==> src/rtl/oled_mode_scheduler.sv <==
// Command stage in front of OLED_interface: queues mode requests and hands them
// over with a START held until the interface drops ready, then waits for ready to return.
//
// state   | meaning
// --------+---------------------------------------------------------------
// S_IDLE  | waiting for a queued request and a ready interface; pops head
// S_CHECK | turn-on ordering check on the popped mode, raises START if ok
// S_ISSUE | START held high until the interface drops ready (ack) or timeout
// S_DONE  | START low, waiting for ready to return high or timeout
module oled_mode_scheduler #(
    parameter int FIFO_DEPTH   = 4,
    parameter int ACK_TIMEOUT  = 200,
    parameter int DONE_TIMEOUT = 12000000
) (
    input  logic                            i_CLK,
    input  logic                            i_RST,
    input  logic                            i_REQ_VALID,
    input  logic [1:0]                      i_REQ_MODE,
    output logic                            o_REQ_READY,
    input  logic                            i_ERR_CLR,
    input  logic                            i_OLED_READY,
    output logic [1:0]                      o_MODE,
    output logic                            o_START,
    output logic                            o_BUSY,
    output logic                            o_DISPLAY_ON,
    output logic                            o_ERR_ORDER,
    output logic                            o_ERR_TIMEOUT,
    output logic [$clog2(FIFO_DEPTH):0]     o_FIFO_COUNT
);

    localparam int PW = $clog2(FIFO_DEPTH);
    localparam int CW = PW + 1;
    localparam logic [31:0] ACK_LAST  = 32'(ACK_TIMEOUT - 1);
    localparam logic [31:0] DONE_LAST = 32'(DONE_TIMEOUT - 1);
    localparam logic [1:0]  MODE_TURNON = 2'b00;

    typedef enum logic [1:0] {
        S_IDLE,
        S_CHECK,
        S_ISSUE,
        S_DONE
    } state_t;

    state_t        state, state_nxt;

    logic          rdy_meta;
    logic          rdy;

    logic [1:0]    fifo_mem [FIFO_DEPTH];
    logic [PW-1:0] wr_ptr;
    logic [PW-1:0] rd_ptr;
    logic [CW-1:0] count;
    logic [CW-1:0] count_nxt;
    logic          req_ready_q;
    logic          fifo_full;
    logic          fifo_empty;
    logic          push;
    logic          pop;

    logic [1:0]    mode_q, mode_nxt;
    logic [1:0]    out_mode_q, out_mode_nxt;
    logic          start_q, start_nxt;
    logic [31:0]   timer, timer_nxt;
    logic          disp_on_q, disp_on_nxt;
    logic          err_order_q;
    logic          err_timeout_q;
    logic          err_order_ev;
    logic          err_timeout_ev;

    assign fifo_full  = (count == CW'(FIFO_DEPTH));
    assign fifo_empty = (count == '0);
    assign push       = i_REQ_VALID && req_ready_q && !fifo_full;

    always_comb begin
        count_nxt = count;
        if (push && !pop) begin
            count_nxt = count + CW'(1);
        end else if (!push && pop) begin
            count_nxt = count - CW'(1);
        end
    end

    // Ready synchroniser: the interface runs its handshake off a divided clock.
    always_ff @(posedge i_CLK) begin
        if (i_RST) begin
            rdy_meta <= 1'b0;
            rdy      <= 1'b0;
        end else begin
            rdy_meta <= i_OLED_READY;
            rdy      <= rdy_meta;
        end
    end

    always_ff @(posedge i_CLK) begin
        if (push) begin
            fifo_mem[wr_ptr] <= i_REQ_MODE;
        end
    end

    // req_ready tracks the post-update count so a full FIFO never sees an accepted push.
    always_ff @(posedge i_CLK) begin
        if (i_RST) begin
            wr_ptr      <= '0;
            rd_ptr      <= '0;
            count       <= '0;
            req_ready_q <= 1'b1;
        end else begin
            if (push) begin
                wr_ptr <= wr_ptr + PW'(1);
            end
            if (pop) begin
                rd_ptr <= rd_ptr + PW'(1);
            end
            count       <= count_nxt;
            req_ready_q <= (count_nxt != CW'(FIFO_DEPTH));
        end
    end

    always_comb begin
        state_nxt      = state;
        mode_nxt       = mode_q;
        out_mode_nxt   = out_mode_q;
        start_nxt      = start_q;
        timer_nxt      = timer;
        disp_on_nxt    = disp_on_q;
        err_order_ev   = 1'b0;
        err_timeout_ev = 1'b0;
        pop            = 1'b0;

        case (state)
            S_IDLE: begin
                start_nxt = 1'b0;
                if (!fifo_empty && rdy) begin
                    pop       = 1'b1;
                    mode_nxt  = fifo_mem[rd_ptr];
                    state_nxt = S_CHECK;
                end
            end

            S_CHECK: begin
                if (mode_q != MODE_TURNON && !disp_on_q) begin
                    err_order_ev = 1'b1;
                    state_nxt    = S_IDLE;
                end else begin
                    out_mode_nxt = mode_q;
                    start_nxt    = 1'b1;
                    timer_nxt    = '0;
                    state_nxt    = S_ISSUE;
                end
            end

            S_ISSUE: begin
                start_nxt = 1'b1;
                if (!rdy) begin
                    start_nxt = 1'b0;
                    timer_nxt = '0;
                    state_nxt = S_DONE;
                end else if (timer == ACK_LAST) begin
                    start_nxt      = 1'b0;
                    err_timeout_ev = 1'b1;
                    state_nxt      = S_IDLE;
                end else begin
                    timer_nxt = timer + 32'd1;
                end
            end

            S_DONE: begin
                start_nxt = 1'b0;
                if (rdy) begin
                    if (mode_q == MODE_TURNON) begin
                        disp_on_nxt = 1'b1;
                    end
                    state_nxt = S_IDLE;
                end else if (timer == DONE_LAST) begin
                    err_timeout_ev = 1'b1;
                    disp_on_nxt    = 1'b0;
                    state_nxt      = S_IDLE;
                end else begin
                    timer_nxt = timer + 32'd1;
                end
            end

            default: begin
                start_nxt = 1'b0;
                state_nxt = S_IDLE;
            end
        endcase
    end

    // A fresh error event outranks a clear arriving in the same cycle.
    always_ff @(posedge i_CLK) begin
        if (i_RST) begin
            state         <= S_IDLE;
            mode_q        <= 2'b00;
            out_mode_q    <= 2'b00;
            start_q       <= 1'b0;
            timer         <= '0;
            disp_on_q     <= 1'b0;
            err_order_q   <= 1'b0;
            err_timeout_q <= 1'b0;
        end else begin
            state         <= state_nxt;
            mode_q        <= mode_nxt;
            out_mode_q    <= out_mode_nxt;
            start_q       <= start_nxt;
            timer         <= timer_nxt;
            disp_on_q     <= disp_on_nxt;
            err_order_q   <= (err_order_q && !i_ERR_CLR) || err_order_ev;
            err_timeout_q <= (err_timeout_q && !i_ERR_CLR) || err_timeout_ev;
        end
    end

    assign o_REQ_READY   = req_ready_q;
    assign o_MODE        = out_mode_q;
    assign o_START       = start_q;
    assign o_BUSY        = (state != S_IDLE) || !fifo_empty;
    assign o_DISPLAY_ON  = disp_on_q;
    assign o_ERR_ORDER   = err_order_q;
    assign o_ERR_TIMEOUT = err_timeout_q;
    assign o_FIFO_COUNT  = count;

endmodule

==> config.mk <==
export PLATFORM = sky130hd
export DESIGN_NAME = oled_mode_scheduler
export DESIGN_NICKNAME = d
export VERILOG_FILES = /design/src/rtl/oled_mode_scheduler.sv
export SDC_FILE = /design/constraint.sdc
export NUM_CORES = 1
export LEC_CHECK = 0
export CORE_MARGIN = 5
export CORE_UTILIZATION = 30
export CTS_CLUSTER_SIZE = 30
export DETAILED_ROUTE_END_ITERATION = 10
export PLACE_DENSITY_LB_ADDON = 0.3
export SYNTH_ARGS = -nofsm -noshare
export SYNTH_HDL_FRONTEND = slang
export SYNTH_SLANG_ARGS = --single-unit
==> constraint.sdc <==
create_clock -name i_CLK -period 2.69 [get_ports i_CLK]
set_clock_uncertainty 0.2 [all_clocks]
set_input_delay 0.6725 -clock i_CLK [delete_from_list [all_inputs] [get_ports i_CLK]]
set_output_delay 0.6725 -clock i_CLK [all_outputs]
set_load 0.02 [all_outputs]
# After elaboration in Yosys (flattened, before gate mapping)
# Memory sizes are Yosys's and may differ from the RTL's. A register that Yosys moved wholly into a read port is not among the register bits.
# Cells that the tools add are included.
[classes]
addsub = 5
n_eq_ne = 15
n_mux = 33
bitwise = 1
reduce_logical = 30
[ops]
columns = ["cell", "n"]
rows = [
  ["32-bit two-way mux", 5],
  ["32-bit one-hot mux with 3 select lines", 1],
  ["32-bit by 1-bit adder with 32-bit output (second input constant)", 1],
  ["32-bit by 24-bit == test with 1-bit output (second input constant)", 1],
  ["32-bit by 8-bit == test with 1-bit output (second input constant)", 1],
  ["1-bit two-way mux", 16],
  ["2-bit two-way mux", 6],
  ["3-bit inequality test (second input constant)", 4],
  ["1-bit logical AND", 8],
  ["2-bit inequality test (second input constant)", 4],
  ["2-bit one-hot mux with 4 select lines", 1],
  ["1-bit zero test", 6],
  ["3-bit two-way mux", 2],
  ["3-bit AND reduction", 2],
  ["2-bit nonzero test", 3],
  ["5-bit AND reduction", 1],
  ["2-bit by 1-bit adder with 2-bit output (second input constant)", 2],
  ["2-bit == test (second input constant)", 2],
  ["2-bit zero test", 2],
  ["2-bit AND reduction", 2],
  ["3-bit by 1-bit adder with 3-bit output (second input constant)", 1],
  ["3-bit == test (second input constant)", 1],
  ["3-bit zero test", 1],
  ["1-bit logical OR", 3],
  ["8 further kinds", 8],
]
[totals]
reg_bits = 50
ramBits = 8
out_inout_bits = 11
word_cells = 98
memories = 1
[memory_table]
columns = ["name", "depth", "width", "rd", "rd_clocked_by_memory_dff", "write_ports", "line_no", "source"]
rows = [
  ["fifo_mem", 4, 2, 1, 1, 1, "49", "logic [1:0] fifo_mem [FIFO_DEPTH];"],
]

# Longest topological paths before layout
# Gate-level depths: netlist of run 1.
[logic_depth]
depth_word = 9
mapped_depth = 9

# Worst setup path before layout of run 1
# OpenSTA, ideal clock, no wires.
[synth_path]
kind = "register -> register"
from = "register count[0], in the netlist o_FIFO_COUNT[0]"
to = "register req_ready_q, in the netlist o_REQ_READY"
setup_time_ps = 130
arrival_time_ps = 1916
t_required_ps = 2360
path_slack_ps = 445
stages_incl_launch_ff = 9
n_path_buf = 0
period_less_slack_ps = 2245
path_cell_list = "dfxtp_1 -> inv_1 -> ha_1 -> nand2b_1 -> nand3_1 -> or2_2 -> mux2_2 -> nor2_1 -> o21ai_0"
[synth_between]
elab_chain_len = 9
elab_cells_between_ends = 17
cone_classes = "2 x add/sub; 2 x eq/ne; 4 x mux; 9 x reduce/logical"
[synth_lines]
columns = ["item", "line_no", "source"]
rows = [
  ["start: declaration", "52", "logic [CW-1:0] count;"],
  ["start signal: assignment", "114", "count <= count_nxt;"],
  ["3-bit zero test", "71", "assign fifo_empty = (count == '0);"],
  ["1-bit zero test", "133", "if (!fifo_empty && rdy) begin"],
  ["1-bit logical AND", "133", ""],
  ["1-bit two-way mux", "133", ""],
  ["1-bit two-way mux", "130", "case (state)"],
  ["1-bit logical AND or 1-bit zero test (tied branches)", "78, 76", ""],
  ["3-bit two-way mux or 1-bit logical AND (tied branches)", "78, 76", ""],
  ["3-bit two-way mux (*)", "76", "if (push && !pop) begin"],
  ["3-bit inequality test (*)", "115", "req_ready_q <= (count_nxt != CW'(FIFO_DEPTH));"],
  ["end signal: assignment", "115", ""],
  ["end: declaration", "54", "logic req_ready_q;"],
]
# Every way passes the cells marked *; elsewhere a longest branch is shown, timed or not.
# A chain may end at the register's enable or synchronous reset.

# Final worst setup path of run 1
[layout_path]
from = "register state[1]"
to = "register timer[16]"
[layout_between]
elab_chain_len = 3
elab_cells_between_ends = 10
cone_classes = "7 x eq/ne; 1 x mux; 2 x reduce/logical"
[layout_lines]
columns = ["item", "line_no", "source"]
rows = [
  ["start: declaration", "44", "state_t state, state_nxt;"],
  ["start signal: assignment", "202", "state <= state_nxt;"],
  ["2-bit == test or 2-bit by 1-bit == test with 1-bit output (tied branches)", "130", ""],
  ["3-bit inequality test (no line), or another cell as far along", "n/a", ""],
  ["5-bit AND reduction (no line)", "n/a", ""],
  ["end signal: assignment", "206", "timer <= timer_nxt;"],
  ["end: declaration", "63", "logic [31:0] timer, timer_nxt;"],
]
# Parallel ways exist; a longest one is shown, timed or not.

==> results of run 1 <==
-- routing by layer --
layer	share of wire [%]	global-route usage (%)
met4	1.9	4.57
met1	47	15.0
met5	0	0
met2	46	17.8
met3	5.5	3.90
-- power by group through the flow --
stage | Sequential (W) | Combinational, W | Clock, W
after floorplan | 0.00104 | 0.000373 | 0
after global placement | 0.00102 | 0.000570 | 0
after detailed placement | 0.00103 | 0.000576 | 0
after CTS | 0.00101 | 0.000581 | 0.000723
after global routing | 0.00101 | 0.000638 | 0.000767
final | 0.00100 | 0.000572 | 0.000694
-- layout make-up --
cell class                 instances  area [um2]  area share (%)
clock buffer                       9         124            3.35
sequential                        60        1280            34.6
tap                              136         170            4.60
inverter                          11        41.3            1.12
multi-input combinational        267        1760            47.7
timing repair buffer              29         275            7.44
clock inverter                     7        43.8            1.18
-- per-stage QoR --
| stage | power (W) | cells | cell area [um2] | worst slack, ns | hold WS [ns] |
|---|---|---|---|---|---|
| after floorplan | 0.00141 | 353 | 3180 | 0.445 | 0.214 |
| after global placement | 0.00159 | 503 | 3530 | 0.331 | 0.219 |
| after detailed placement | 0.00160 | 503 | 3530 | 0.219 | 0.247 |
| after CTS | 0.00231 | 519 | 3700 | 0.00129 | 0.260 |
| after global routing | 0.00242 | 519 | 3700 | 0.0846 | 0.269 |
| final | 0.00227 | 519 | 3700 | 0.293 | 0.252 |
-- sequential cells by signal, summed over array words and instances (netlist names) --
signal and flops:
fifo_mem 8, mode_q 2, o_DISPLAY_ON 1, o_ERR_ORDER 1, o_ERR_TIMEOUT 1, o_FIFO_COUNT 3
o_MODE 2, o_REQ_READY 1, o_START 1, rd_ptr 2, rdy 1, rdy_meta 1
state 2, timer 32, wr_ptr 2
-- cell usage in the layout, fill, tap and decap left out, drive strengths merged, types with 3 or more instances in the layout --
cell type and instances:
or3 12, a21o 4, nand3 18, inv 11, nor3 9, xnor2 4, nor4 7, edfxtp 8
o31ai 4, or4 4, and3 9, and2 6, buf 12, and4 5, nor3b 3, a21oi 28
clkinv 5, mux2i 3, a211oi 3, nor2b 5, nand2 21, clkdlybuf4s50 16, ha 12, clkbuf 9
nor2 37, xor2 12, nand4 19, o21ai 22, dfxtp 52
-- kinds of logic (layout without fill, tap and decap cells) --
logic type,Yosys count,count (layout)
AOI/OAI and AO/OA,71,71
xor gates and xnor gates,16,16
adders and majority gates,12,12
buffers and inverters,26,56
DFF,60,60
muxes,6,6
and+or+nand+nor,162,162
-- worst min path at each step --
| stage | slack (ns) | to | cells past startpoint | start |
|---|---|---|---|---|
| after floorplan | 0.21 | rdy | 1 | rdy_meta |
| after global placement | 0.22 | rdy | 1 | rdy_meta |
| after detailed placement | 0.25 | rdy | 1 | rdy_meta |
| after CTS | 0.26 | rdy | 1 | rdy_meta |
| after global routing | 0.27 | rdy | 1 | rdy_meta |
| final | 0.25 | rdy | 1 | rdy_meta |
-- worst register-to-register path: stages, from the launching register on --
cell	delay, ns
dfxtp_1	0.36
inv_1	0.09
ha_1	0.31
nor2b_1	0.27
o2bb2ai_1	0.19
nor3_1	0.51
nand3_1	0.16
xor2_1	0.15
nor2_1	0.05
==> impl_metrics.toml, run 1 <==
[pwr]
pwr_density_cell_nw_per_um2 = 614
switching_share_pct = 32.6
seq_power_share_pct = 44.2
intPower_w = 0.00153
power.share.clock_pct = 30.6
p_sw_w = 0.000739
p_comb_share_pct = 25.2
vdd_drop_max_mv = 0.439
leakage_power_nw = 1.34

[yosys]
yosys_register_bits = 60
synth_cells = 353
synth-compound-area-share_pct = 14.0
synth_area_um2 = 3180
most_instantiated_flip_flop_cell_in_the_synthesis_netlist = "dfxtp_1"
yosysTopAreaCellShare_pct = 32.8
synth-adder-area-share_pct = 4.73
post_synth_main_area_contributors = "dfxtp_1, edfxtp_1, ha_1"
post-synth-top-count-cell = "dfxtp_1"
yosysWarnings = 0
synth_simple_gate_area_share_pct = 29.7
number_of_distinct_library_cells_after_synthesis = 56
share_of_cell_area_taken_by_muxes_after_synthesis_pct = 2.72
combinational_family_with_the_most_area_after_synthesis = "simple AND/OR/NAND/NOR gates"
synth_async_sr_flop_share_pct = 0
synth.top_cells.by_count = "dfxtp_1, nor2_1, a21oi_1, nand2_1, nand4_1"
mapped_nets = 372
synth_xor_area_share_pct = 4.41
part_of_the_yosys_area_used_for_sequential_elements_pct = 40.3
syn-mean-instance-area_um2 = 9.00
cell_type_with_the_highest_aggregate_area_in_the_netlist = "dfxtp_1"
synth_edf_count = 8

[global_route]
grt-ovfl-total = 0
globalRouteTotalUtil_pct = 11.6
number_of_antenna_violations_at_the_first_check_in_global_routing = 0
vias_in_the_first_global_route = 2529
wire_length_of_the_first_global_routing_pass_mm = 12.1
pin_count_of_the_biggest_net_entering_global_routing = 34

[cts]
post-cts-setup-buffers = 0
level_count_of_the_clock_h_tree = 3
tritoncts.num_buffers = 9
cts_num_sinks = 60
clockRootBuffer = "clkbuf_8"
insertion_delay_ns = 0.34
cts_hold_buffers = 0
clock_path_buffers = 2
clkSlewWorstSetupHoldPaths_ns = 0.07
post_cts.resized_instances = 0
clock_tree_from_tritoncts = "built"

[die]
start_util_pct = 30.8
core_area_um2 = 10300
num_rows = 37
die_w_um = 113
die_height_um = 113
io_pins = 18
fp.dieArea_um2 = 12700

[route]
drt_first_pass_iters = 4
drtAntennaViolNets = 0
vias_after_detailed_routing = 2638
drtIter0Drc = 85
route.detailed.wl_per_inst_um = 13.5
wirelength_mm = 6.99
drt-vias-per-instance = 5.08
drc = 0

[finish]
antenna_cells_inserted = 0
design.final.nets = 397
post_route_cells_drive_above_1_share_pct = 12.5
fillCellCount = 1046
areaGrowthSynthToFinish_pct = 16.5
layout.core_utilization_pct = 35.8

[critical_path]
timing.critical_path.to_type = "flop"
crit_path_start_kind = "flop"
critical_path.max_fanout = 5
critical-path-top-delay-family = "simple AND/OR/NAND/NOR gates"
critPathSlowestCell = "nor3_1"
length_in_cells_of_the_worst_reg_to_reg_path = 8
critPathCapture = "timer[16]"
critical-path-max-stage-delay_ns = 0.51
worst_r2r_startpoint = "state[1]"
r2r_slack_ns = 0.29
arrival_ns = 2.43
worstSetupStartpoint = "state[1]"
worst-endpoint-required_ns = 2.72
cp.buffers_inverters = 1
worstPathCellList = "inv_1, ha_1, nor2b_1, o2bb2ai_1, nor3_1, nand3_1, xor2_1, nor2_1"
timing.critical_path.depth = 8
worstSetupPathType = "reg -> reg"
r2r_end = "timer[16]"

[timing]
grt_setup_unrepaired = "no"
maxClockFrequency_mhz = 417
finalSetupTns_ns = 0
timing.final.max_slew_violations = 0
setup_viol = 0
min_period_ns = 2.40
slew_headroom_pct = 61.6
final_hold_viols = 0
period_share_pct = 89.1
worstMarginPinSlew_ns = 0.571

[status]
status = "completed"

[run]
maxCapViolations = 0

[placed_design]
buffer_ports.inserted = 17
detailedPlacementHpwl_mm = 5.08
routabilityCongestion = 0.868

[hold_path]
min-delay-path-class = "reg -> reg"
(Power assumes the default switching activity.)
==> run 2: changes to the inputs <==
--- a/config.mk
+++ b/config.mk
@@ -5,8 +5,9 @@
 export SDC_FILE = /design/constraint.sdc
 export NUM_CORES = 1
 export LEC_CHECK = 0
+export CAP_MARGIN = 40
 export CORE_MARGIN = 5
-export CORE_UTILIZATION = 30
+export CORE_UTILIZATION = 50
 export CTS_CLUSTER_SIZE = 30
 export DETAILED_ROUTE_END_ITERATION = 10
 export PLACE_DENSITY_LB_ADDON = 0.3
==> run 2 against run 1 <==
Maximum frequency down 3.2%. Final cell count down 11%. Flip-flop and latch count unchanged. Global-route usage up 7.4 points. Highest routed layer unchanged. Critical path depth up 1. Hold slack worse by 0.0074 ns. Combinational power up 2%. Design area down 1.2%. Die area down 37%. Setup slack worse by 0.079 ns.
==> impl_metrics.toml, run 2 (synthesized netlist as in run 1, its figures left out) <==
[route]
drc = 0
wirelength_mm = 6.98
drt_first_pass_iters = 4
vias_after_detailed_routing = 2653
drtIter0Drc = 220
route.detailed.wl_per_inst_um = 15.1
drt-vias-per-instance = 5.75
drtAntennaViolNets = 0

[critical_path]
crit_path_start_kind = "flop"
worstPathCellList = "inv_1, ha_1, nor2b_1, o2bb2ai_1, buf_4, nor2_1, nand4_1, or3_1, a21oi_1"
timing.critical_path.to_type = "flop"
arrival_ns = 2.57
critical-path-max-stage-delay_ns = 0.37
worstSetupPathType = "reg -> reg"
worst-endpoint-required_ns = 2.79
critPathSlowestCell = "dfxtp_1"
critical_path.max_fanout = 8

[timing]
period_share_pct = 92.0
grt_setup_unrepaired = "no"
slew_headroom_pct = 59.5
finalSetupTns_ns = 0
setup_viol = 0
worstMarginPinSlew_ns = 0.607
timing.final.max_slew_violations = 0
maxClockFrequency_mhz = 404
min_period_ns = 2.48
final_hold_viols = 0

[die]
num_rows = 29
die_height_um = 89.7
start_util_pct = 50.6
die_w_um = 89.7
core_area_um2 = 6280
fp.dieArea_um2 = 8050
io_pins = 18

[finish]
design.final.nets = 398
largest_register = "timer"
post_route_cells_drive_above_1_share_pct = 12.8
multi_input_comb_area_um2 = 1760
layout.cells.most_common_list = "dfxtp_1, nor2_1, a21oi_1, nand2_1, nand4_1"
mostFrequentLayoutCell = "dfxtp_1"
fillCellCount = 547
areaGrowthSynthToFinish_pct = 15.1
seqCellArea_um2 = 1280
largest_register_ffs = 32
antenna_cells_inserted = 0

[cts]
post_cts.resized_instances = 1
tritoncts.num_buffers = 9
clock_tree_from_tritoncts = "built"
clock_path_buffers = 2
clkSlewWorstSetupHoldPaths_ns = 0.08
post-cts-setup-buffers = 0
clockRootBuffer = "clkbuf_8"
level_count_of_the_clock_h_tree = 3
insertion_delay_ns = 0.36
cts_num_sinks = 60
cts_hold_buffers = 0

[placed_design]
detailedPlacementHpwl_mm = 4.98
routabilityCongestion = 0.843
buffer_ports.inserted = 17

[global_route]
globalRouteTotalUtil_pct = 19.0
wire_length_of_the_first_global_routing_pass_mm = 11.6
number_of_antenna_violations_at_the_first_check_in_global_routing = 0
pin_count_of_the_biggest_net_entering_global_routing = 26
grt-ovfl-total = 0
vias_in_the_first_global_route = 2425

[run]
maxCapViolations = 0

[pwr]
pwr_density_cell_nw_per_um2 = 669
leakage_power_nw = 1.35
vdd_drop_max_mv = 0.459
total_power_w = 0.00245

[status]
status = "completed"

[hold_path]
min-delay-path-class = "reg -> reg"
## run 2: cell types whose count changed in the layout (fill, tap and decap cells not counted), sizes merged
cell          previous run  this run
dlymetal6s2s             1         0
clkinvlp                 2         1
bufinv                   0         1
inv                     11        14
buf                     12        13
dlygate4sd2              0         1
clkinv                   5         2
## run 2: final cells by class
cell class                 instances  share of cell area [%]
tap                               77                    2.64
timing repair buffer              30                    7.29
clock inverter                     7                    2.23
inverter                          11                    1.13
clock buffer                       9                    3.39
multi-input combinational        267                    48.3
sequential                        60                    35.1
## run 2: path summary, 6_finish.rpt
kind / slack (ns) / to / start / cells past startpoint
min reg2reg: 0.24 / rdy / rdy_meta / 1
min: 0.24 / rdy / rdy_meta / 1
max: 0.21 / timer[11] / state[0] / 9
max reg2reg: 0.21 / timer[11] / state[0] / 9
## run 2: worst max-delay path, delay by kind of cell, from the launching register on
family	cells	cell delay, ns
flops	1	0.37
compound gates	2	0.38
simple gates	4	0.85
buf+inv	2	0.31
fa+ha+maj	1	0.30
## run 2: power breakdown
part,switching [W],total [W],internal [W],leakage [nW]
Combinational,0.000334,0.000582,0.000248,0.755
Sequential,0.0000469,0.00100,0.000957,0.494
Clock,0.000419,0.000859,0.000440,0.101
Total,0.000800,0.00245,0.00165,1.35
## run 2: through the flow
step	util [%]	cells	area, um2	hold WS (ns)	setup WS [ns]
6_report	58.2	461	3650	0.244	0.214
2_1_floorplan	-	353	3180	0.214	0.445
3_3_place_gp	55.0	445	3450	0.220	0.320
4_1_cts	58.2	461	3650	0.247	0.210
3_5_place_dp	55.0	445	3450	0.228	0.224
5_1_grt	58.2	461	3650	0.258	0.0369
## run 2: routing by layer
layer	up-vias	global-route usage (%)	share of wire [%]	wire length, um
li1	1346	-	-	-
met1	1245	25.1	47	3300
met2	54	29.0	47	3250
met3	8	5.11	4.9	343
met4	0	8.25	1.3	93
met5	-	0	0	0
